File: src/rtl/a_n_csub_seq_pkg.sv
// Shared types and sizing helpers for the multi-cycle borrow-skip subtractor.
package a_n_csub_seq_pkg;

  typedef enum logic [1:0] {
    IDLE = 2'd0,
    RUN  = 2'd1,
    DONE = 2'd2
  } state_t;

  localparam int unsigned M_DEF = 4;
  localparam int unsigned K_DEF = 2;

  // Group counter width; a single group still needs one index bit.
  function automatic int unsigned idx_w(input int unsigned k);
    return (k > 1) ? $clog2(k) : 1;
  endfunction

  localparam int unsigned IW_DEF = idx_w(K_DEF);

endpackage

File: src/rtl/a_n_csub_seq_if.sv
// Start/ready/done request bus and result bus of the sequential subtractor.
interface a_n_csub_seq_if #(
  parameter int unsigned m = 4,
  parameter int unsigned k = 2
);
  localparam int unsigned n = m * k;

  logic         start;
  logic [n-1:0] a;
  logic [n-1:0] b;
  logic         borrowin;
  logic         ready;
  logic         busy;
  logic [n-1:0] diff;
  logic [k-1:0] borrowout;
  logic [k-1:0] skipped;
  logic         done;

  modport master (
    output start, a, b, borrowin,
    input  ready, busy, diff, borrowout, skipped, done
  );

  modport slave (
    input  start, a, b, borrowin,
    output ready, busy, diff, borrowout, skipped, done
  );
endinterface

File: src/rtl/a_n_csub_seq_fullsub.sv
// One-bit full subtractor that also exposes its borrow-propagate term.
module a_skip_fullsubtractor (
  input  logic i_a,
  input  logic i_b,
  input  logic i_borrowin,
  output logic o_diff,
  output logic o_borrowout,
  output logic o_propagate
);
  logic w_x;

  assign w_x         = i_a ^ i_b;
  assign o_diff      = w_x ^ i_borrowin;
  assign o_borrowout = (~i_a & i_b) | (~w_x & i_borrowin);
  assign o_propagate = ~w_x;
endmodule

File: src/rtl/a_n_csub_seq.sv
// Sequential carry-skip subtractor: one m-bit group per clock, LSB group first.
module a_n_csub_seq
  import a_n_csub_seq_pkg::*;
#(
  parameter int unsigned m = M_DEF,
  parameter int unsigned k = K_DEF
) (
  input  logic             clk,
  input  logic             reset,
  a_n_csub_seq_if.slave    bus
);
  localparam int unsigned n  = m * k;
  localparam int unsigned IW = idx_w(k);

  state_t          r_state;
  state_t          w_next;
  logic [n-1:0]    r_a;
  logic [n-1:0]    r_b;
  logic [n-1:0]    r_diff;
  logic [k-1:0]    r_bo;
  logic [k-1:0]    r_skip;
  logic [IW-1:0]   r_idx;
  logic            r_borrow;

  logic            w_accept;
  logic            w_last;
  logic [m-1:0]    w_ag;
  logic [m-1:0]    w_bg;
  logic [m-1:0]    w_dg;
  logic [m-1:0]    w_p;
  logic [m:0]      w_chain;
  logic            w_pall;
  logic            w_bout;

  // A single group datapath, reused every cycle through the group-select mux.
  assign w_ag       = r_a[r_idx*m +: m];
  assign w_bg       = r_b[r_idx*m +: m];
  assign w_chain[0] = r_borrow;

  for (genvar i = 0; i < m; i++) begin : g_bit
    a_skip_fullsubtractor u_fs (
      .i_a         (w_ag[i]),
      .i_b         (w_bg[i]),
      .i_borrowin  (w_chain[i]),
      .o_diff      (w_dg[i]),
      .o_borrowout (w_chain[i+1]),
      .o_propagate (w_p[i])
    );
  end

  // When every bit propagates the incoming borrow bypasses the ripple chain.
  assign w_pall = &w_p;
  assign w_bout = w_pall ? r_borrow : w_chain[m];
  assign w_last = (r_idx == IW'(k - 1));

  always_comb begin
    w_next   = r_state;
    w_accept = 1'b0;
    unique case (r_state)
      IDLE: begin
        if (bus.start) begin
          w_accept = 1'b1;
          w_next   = RUN;
        end
      end
      RUN: begin
        if (w_last) w_next = DONE;
      end
      DONE: begin
        if (bus.start) begin
          w_accept = 1'b1;
          w_next   = RUN;
        end else begin
          w_next = IDLE;
        end
      end
      default: w_next = IDLE;
    endcase
  end

  always_ff @(posedge clk) begin
    if (reset) r_state <= IDLE;
    else       r_state <= w_next;
  end

  always_ff @(posedge clk) begin
    if (reset) begin
      r_a      <= '0;
      r_b      <= '0;
      r_diff   <= '0;
      r_bo     <= '0;
      r_skip   <= '0;
      r_idx    <= '0;
      r_borrow <= 1'b0;
    end else if (w_accept) begin
      r_a      <= bus.a;
      r_b      <= bus.b;
      r_borrow <= bus.borrowin;
      r_diff   <= '0;
      r_bo     <= '0;
      r_skip   <= '0;
      r_idx    <= '0;
    end else if (r_state == RUN) begin
      r_diff[r_idx*m +: m] <= w_dg;
      r_bo[r_idx]          <= w_bout;
      r_skip[r_idx]        <= w_pall;
      r_borrow             <= w_bout;
      if (!w_last) r_idx <= r_idx + 1'b1;
    end
  end

  assign bus.ready     = (r_state == IDLE) || (r_state == DONE);
  assign bus.busy      = (r_state == RUN);
  assign bus.done      = (r_state == DONE);
  assign bus.diff      = r_diff;
  assign bus.borrowout = r_bo;
  assign bus.skipped   = r_skip;
endmodule

File: src/flat_wrapper.sv
// flat-port wrapper written by rule: the top's interface ports become plain ports
module a_n_csub_seq_flat import a_n_csub_seq_pkg::*;
#(
  parameter int unsigned m = M_DEF,
  parameter int unsigned k = K_DEF
)
  (clk, reset, bus_start, bus_a, bus_b, bus_borrowin, bus_ready, bus_busy, bus_diff, bus_borrowout, bus_skipped, bus_done);
  a_n_csub_seq_if #(.m(m), .k(k)) bus_i ();
  input  logic clk;
  input  logic reset;
  input wire logic [$bits(bus_i.start)-1:0] bus_start;
  input wire logic [$bits(bus_i.a)-1:0] bus_a;
  input wire logic [$bits(bus_i.b)-1:0] bus_b;
  input wire logic [$bits(bus_i.borrowin)-1:0] bus_borrowin;
  output wire logic [$bits(bus_i.ready)-1:0] bus_ready;
  output wire logic [$bits(bus_i.busy)-1:0] bus_busy;
  output wire logic [$bits(bus_i.diff)-1:0] bus_diff;
  output wire logic [$bits(bus_i.borrowout)-1:0] bus_borrowout;
  output wire logic [$bits(bus_i.skipped)-1:0] bus_skipped;
  output wire logic [$bits(bus_i.done)-1:0] bus_done;
  assign bus_i.start = bus_start;
  assign bus_i.a = bus_a;
  assign bus_i.b = bus_b;
  assign bus_i.borrowin = bus_borrowin;
  assign bus_ready = bus_i.ready;
  assign bus_busy = bus_i.busy;
  assign bus_diff = bus_i.diff;
  assign bus_borrowout = bus_i.borrowout;
  assign bus_skipped = bus_i.skipped;
  assign bus_done = bus_i.done;
  a_n_csub_seq #(.m(m), .k(k)) u_core (.clk(clk), .reset(reset), .bus(bus_i));
endmodule
File: config.mk
export PLATFORM = sky130hd
export DESIGN_NAME = a_n_csub_seq_flat
export DESIGN_NICKNAME = d
export VERILOG_FILES = /design/src/rtl/a_n_csub_seq_pkg.sv /design/src/rtl/a_n_csub_seq_if.sv /design/src/rtl/a_n_csub_seq_fullsub.sv /design/src/rtl/a_n_csub_seq.sv /design/src/flat_wrapper.sv
export SDC_FILE = /design/constraint.sdc
export NUM_CORES = 1
export LEC_CHECK = 0
export CAP_MARGIN = 15
export CELL_PAD_IN_SITES_DETAIL_PLACEMENT = 0
export CELL_PAD_IN_SITES_GLOBAL_PLACEMENT = 2
export CORE_ASPECT_RATIO = 0.9
export CORE_MARGIN = 10
export CORE_UTILIZATION = 29
export DETAILED_ROUTE_END_ITERATION = 6
export PLACE_DENSITY = 0.77
export SLEW_MARGIN = 0
export SYNTH_ARGS = -nofsm -noshare
export SYNTH_HDL_FRONTEND = slang
export SYNTH_SLANG_ARGS = --single-unit
File: constraint.sdc
create_clock -name clk -period 3.56 [get_ports clk]
set_input_delay 0.712 -clock clk [delete_from_list [all_inputs] [get_ports clk]]
set_output_delay 0.712 -clock clk [all_outputs]
set_load 0.01 [all_outputs]
==> flow_summary.ini <==
[logic_synthesis]
netlist_instances = 163
syn_nets = 191
postSynthAreaPerCell_um2 = 9.10
yosysTopAreaCellShare = 0.432
post_synth_num_cell_types = 29
ys_ff_latch = 32
ys_top_cells_by_area = dfxtp_1 43%, nand2_1 9.9%, a21oi_1 6.7%
ys_seq_area_frac = 0.432
netlist_area_um2 = 1480
post-synth-top-area-cell = dfxtp_1
ys_warn_count = 0

[timing]
tightestPinTransition_ns = 0.780
rsz0062_at_grt = false
fin_setup_tns_ns = 0
clock_skew_ns = 0.00887
setup_viol = 0
min_period_ns = 2.92
finalHoldViolCount = 0
fin_crit_sh = 0.820
drv_slew = 0
fmax_mhz = 342
whs_ns = 0.454
maxSlewHeadroom = 0.480

[clocking]
cts_made_buffers = 5
path_clk_slew_ns = 0.07
clock-sinks = 32
postCtsSetupBuffers = 0
cts_tree = built
clkLatencyLatePin_ns = 0.28
cts_resized = 0
clockRootBuffer = clkbuf_8
max-clock-path-buffers = 2
htreeDepth = 2
cts-hold-fix-buffers = 0

[setup_path]
cp.arrival_ns = 3.11
crit_start = u_core.r_idx$_SDFFE_PP0P_
crit_type = register to register
startpoint_type = register
worstPathMaxFanout = 13
r2r_slack_ns = 0.64
ff2ff_path_depth = 8
r2r_end = u_core.bus.diff[3]$_SDFFE_PP0P_
rr_startpoint = u_core.r_idx$_SDFFE_PP0P_
crit_path_end_kind = register
cp_data_required_time_ns = 3.75

[drt]
antenna_left = 0
vias_per_cell = 4.56
via_count = 1180
drc = 0
drt_pre_antenna_iters = 5
wl_per_cell_um = 13.3
routed_wl_um = 3450
drt_iter0_markers = 61

[final_layout]
multi_input_area_um2 = 742
fin_nets = 222
synthToLayoutAreaGrowth_pct = 29.3
final_common_cell = nand2_1
seq_area_um2 = 641
drive_above_1_share = 0.0670
layout_common_cells = 39 x nand2_1, 34 x clkdlybuf4s50_1, 32 x dfxtp_1
num_antenna_cells = 0
fillers = 499

[run]
maxCapViolations = 0

[floorplan]
die_w_um = 95.4
start_util = 0.303
coreArea_um2 = 4890
dieArea_um2 = 8380
num_io_pins = 35
die_h_um = 87.9
placementRows = 24

[power]
power_density_nw_per_um2 = 422
p_leak_nw = 0.740
ir_worst_vdd_v = 0.000186

[global_route]
grt_antenna_before_repair = 0
grtUsageTotal = 0.0875
gr-total-overflow = 0
grt_start_max_net_pins = 20
grt_pass1_vias = 1195
grt_pass1_wl_um = 5730

[min_path]
whs_endpoint = u_core.r_b[3]$_SDFFE_PP0P_
min_path_cells = 2
min_from = u_core.r_b[3]$_SDFFE_PP0P_
min_path_type = register to register

[placement]
hpwl_um = 2700
io_buffers = 34
finalWeightedCongestion = 0.746

[status]
status = finished, final reports clean
## metrics by stage
| step | setup slack, ns | area [um2] | power (mW) | std cells | utilization |
|---|---|---|---|---|---|
| final | 0.640 | 1920 | 0.810 | 259 | 0.392 |
| after global routing | 0.390 | 1920 | 0.864 | 259 | 0.392 |
| after CTS | 0.618 | 1920 | 0.824 | 259 | 0.392 |
| after detailed placement | 0.640 | 1840 | 0.567 | 252 | 0.376 |
| after global placement | 0.765 | 1840 | 0.563 | 252 | 0.376 |
| after floorplan | 0.985 | 1480 | 0.507 | 163 | - |
## layout make-up
| class | instances | area share |
|---|---|---|
| Timing Repair Buffer | 35 | 0.181 |
| Multi-Input combinational cell | 112 | 0.387 |
| Clock buffer | 6 | 0.0378 |
| Clock inverter | 1 | 0.00261 |
| Sequential cell | 32 | 0.334 |
| Inverter | 8 | 0.0156 |
| Tap cell | 65 | 0.0424 |
## registers in the layout (all words and copies together), names as in the netlist
register / count
u_core.bus.diff: 8
u_core.r_a: 8
u_core.r_b: 8
u_core.bus.borrowout: 2
u_core.bus.skipped: 2
u_core.r_state: 2
u_core.r_borrow: 1
u_core.r_idx: 1
## how the worst max path moves through the flow
stage / end / slack (ns) / cells after the start
CTS: u_core.bus.diff[7]$_SDFFE_PP0P_ / 0.62 / 8
global placement: u_core.bus.diff[3]$_SDFFE_PP0P_ / 0.77 / 8
detailed placement: u_core.bus.diff[3]$_SDFFE_PP0P_ / 0.64 / 8
floorplan: u_core.bus.diff[7]$_SDFFE_PP0P_ / 0.99 / 9
finish: u_core.bus.diff[3]$_SDFFE_PP0P_ / 0.64 / 8
global route: u_core.bus.diff[3]$_SDFFE_PP0P_ / 0.39 / 8
## worst max-delay path, cell delays in order (launching register included)
cell      delay [ns]
dfxtp_1         0.72
mux2i_1         0.38
fa_1            0.22
inv_1           0.05
fa_1            0.38
fa_1            0.37
inv_1           0.08
fa_1            0.43
a211oi_1        0.20
## layer usage
metal / global-route usage / wire (um)
met2: 0.136 / 1560
met1: 0.104 / 1550
met4: 0.0375 / 43
met5: 0 / 0
met3: 0.0376 / 297
## power breakdown
| group | total (mW) | leakage (nW) | internal (mW) | switching (mW) |
|---|---|---|---|---|
| Combinational | 0.161 | 0.438 | 0.0790 | 0.0820 |
| Clock | 0.253 | 0.0410 | 0.133 | 0.121 |
| Sequential | 0.396 | 0.261 | 0.379 | 0.0172 |
## synth_stat cells
library cell,number
dfxtp_1,32
o211a_1,2
buf_2,2
o21ai_0,1
nand2_1,39
nand2b_1,2
a221oi_2,1
o31ai_2,1
clkbuf_1,2
nor3b_4,1
inv_1,8
mux2i_1,10
nor2_1,9
buf_6,1
nand4b_1,1
a211oi_1,4
and3b_1,1
nand2b_4,1
mux2_2,2
or3b_1,1
and4_1,1
fa_1,4
and2b_1,2
buf_4,5
nor4_1,2
nor2b_1,3
a21oi_1,20
ha_1,4
clkbuf_2,1
## logic make-up after synthesis
kind of cell,after synthesis,synth area share
AO/OA/AOI/OAI,29,0.123
flip-flops,32,0.432
multiplexers,12,0.0826
buffers and inverters,19,0.0683
adder cells (fa/ha/maj),8,0.0877
AND/OR/NAND/NOR,63,0.207
No activity file was read; power rests on OpenSTA's default activity.
==> edit, RTL diff (same settings) <==
Encoding of `state_t`: now one-hot (3 bits for 3 states).
--- a/src/rtl/a_n_csub_seq_pkg.sv
+++ b/src/rtl/a_n_csub_seq_pkg.sv
@@ -2,8 +2,8 @@
 package a_n_csub_seq_pkg;
 
-  typedef enum logic [1:0] {
-    IDLE = 2'd0,
-    RUN  = 2'd1,
-    DONE = 2'd2
+  typedef enum logic [2:0] {
+    IDLE = 3'b001,
+    RUN  = 3'b010,
+    DONE = 3'b100
   } state_t;
 
Check against the original RTL: no difference found for any inputs over 10 cycles, from zero or initial values and one cycle with reset high; not proved beyond that.
==> edit against the original RTL <==
- via count is 9.3% higher
- total power shrank 3.6%
- sequential share of layout area fell by 0.84 points
- highest routed layer unchanged
- maximum frequency increased by 1.8%
- area after synthesis increased by 6.2%
- final cell count rose by 2.7%
- sequential cell count grew 1
- routed wire length rose by 12%
- worst setup slack improved by 0.053 ns
- cell area grew 5.8%
==> edit: results (changes against the original RTL) <==
run_status:
  status: "completed"
placement:
  io_buffers: 34  # unchanged
  pre_cts_ws_ns: 0.6832  # +0.04281 ns
  hpwl_microns: 3020  # +12%
  gp_congestion: 0.7260  # -2.7%
clock_tree:
  root_buffer: "clkbuf_8"
  cts_resized: 0  # unchanged
  worstSkewPairLatency_ns: 0.27
  h-tree-depth: 2  # unchanged
  post_cts_buffers: 0  # unchanged
  clkTransAtPathRegs_ns: 0.06
  numCtsBuffers: 5  # unchanged
  cts_buffer_depth: 2  # unchanged
hold_path:
  hold_start: "u_core.r_a[0]"
  hold_class: "reg2reg"
layout:
  drive_above_1_share: 0.08543  # +0.01842
  n_antenna_cell: 0  # unchanged
  fillCellCount: 539  # +8.0%
  nets: 228  # +2.7%
synthesis:
  synth_area_leaders: "dfxtp_1 42%, mux2i_1 8.3%, a21oi_1 5.7%"
  yosysWarningCount: 0  # unchanged
  synth_common_cells: "33 x dfxtp_1, 18 x a21oi_1, 16 x nand3_1, 15 x nor2_1, 15 x o21ai_0"
  async_flop_share: 0  # unchanged
  synth-seq-area-share: 0.4190  # -0.01266
  postSynthNetCount: 196  # +2.6%
  synth_cell_type_count: 32  # +10%
global_routing:
  grt_use_total: 0.09052  # +0.003029
  antenna_found_initial: 0  # unchanged
  first_global_vias: 1356  # +13%
  grt_max_degree: 21  # +5.0%
  grt_pass1_wl_microns: 6693  # +17%
critical_path:
  cp_top_family: "adder cells"
  critical_path_arrival_ns: 3.06  # -0.05 ns
  slowest_stage: "dfxtp_1"
  crit_fanout: 11  # -2
  worstSetupStartpoint: "u_core.r_idx"
  reg2reg_from: "u_core.r_idx"
  max_stage_delay_ns: 0.67  # -0.05 ns
timing:
  maxSlewHeadroom: 0.4385  # -0.04132
  fin_tns_setup_ns: 0  # unchanged
  skew_ns: 0.003348  # -0.005522 ns
pwr:
  p_leak_uw: 0.0007162  # -3.3%
  ir_worst_vdd_mv: 0.1352  # -27%
routing:
  firstDrtPassIters: 4  # -1
  viasPerCell: 4.850  # +6.4%
  drt_iter0_markers: 25  # -59%
  wire_per_inst_microns: 14.51  # +8.9%
[edit: changes by cell type in the layout (fill, tap and decap cells not counted), sizes merged, moves of 3 or more]
cell / change
o21ai: +15
nor2: +9
mux2i: +3
buf: +3
nand3: +16
nand2: -39
[edit: cells by family after synthesis]
logic type | after synthesis | synth area share
AOI/OAI and AO/OA | 44 | 0.1579
xor gates and xnor gates | 2 | 0.01588
adders and majority gates | 8 | 0.08254
buffers and inverters | 20 | 0.06349
DFF | 33 | 0.4190
muxes | 15 | 0.09682
and+or+nand+nor | 46 | 0.1643
[edit: final timing paths]
kind         slack, ns            endpoint  cells past startpoint
max reg2reg       0.69  u_core.bus.diff[3]                      8
min               0.48       u_core.r_a[0]                      2
min reg2reg       0.48       u_core.r_a[0]                      2
max               0.69  u_core.bus.diff[3]                      8
[edit: worst register-to-register path: cells and delay by family, from the launching register on]
family,cells,cell delay (ns)
DFF,1,0.67
AOI/OAI and AO/OA,1,0.21
buffers and inverters,2,0.12
muxes,1,0.37
adders and majority gates,4,1.41
[edit: layout make-up]
type                       instances  area (sq um)  share of cell area
inverter                           7         26.28             0.01294
clock inverter                     1         5.005            0.002465
timing repair buffer              38         370.4              0.1824
sequential                        33         660.6              0.3253
tap                               67         83.83             0.04128
clock buffer                       5         68.82             0.03389
multi-input combinational        115         815.8              0.4017
[edit: metal layers]
layer	vias to the layer above	global-route usage	wire, microns	share of wire
li1	648	-	-	-
met1	620	0.1090	1803	0.47
met2	17	0.1455	1840	0.48
met3	5	0.03060	173	0.045
met4	0	0.03269	42	0.011
met5	-	0	0	0
[edit: per-stage QoR]
stage | cell area [sq um] | power (uW) | cells
global route | 2031 | 826.7 | 266
detailed placement | 1957 | 543.2 | 260
global placement | 1957 | 540.3 | 260
finish | 2031 | 781.1 | 266
CTS | 2031 | 790.9 | 266
floorplan | 1577 | 490.2 | 168
[edit: power by group]
group          leakage, uW  internal (uW)  switching [uW]
sequential        0.000269            385            12.5
clock            0.0000399            128             119
combinational     0.000407           65.0            70.6
total             0.000716            579             203
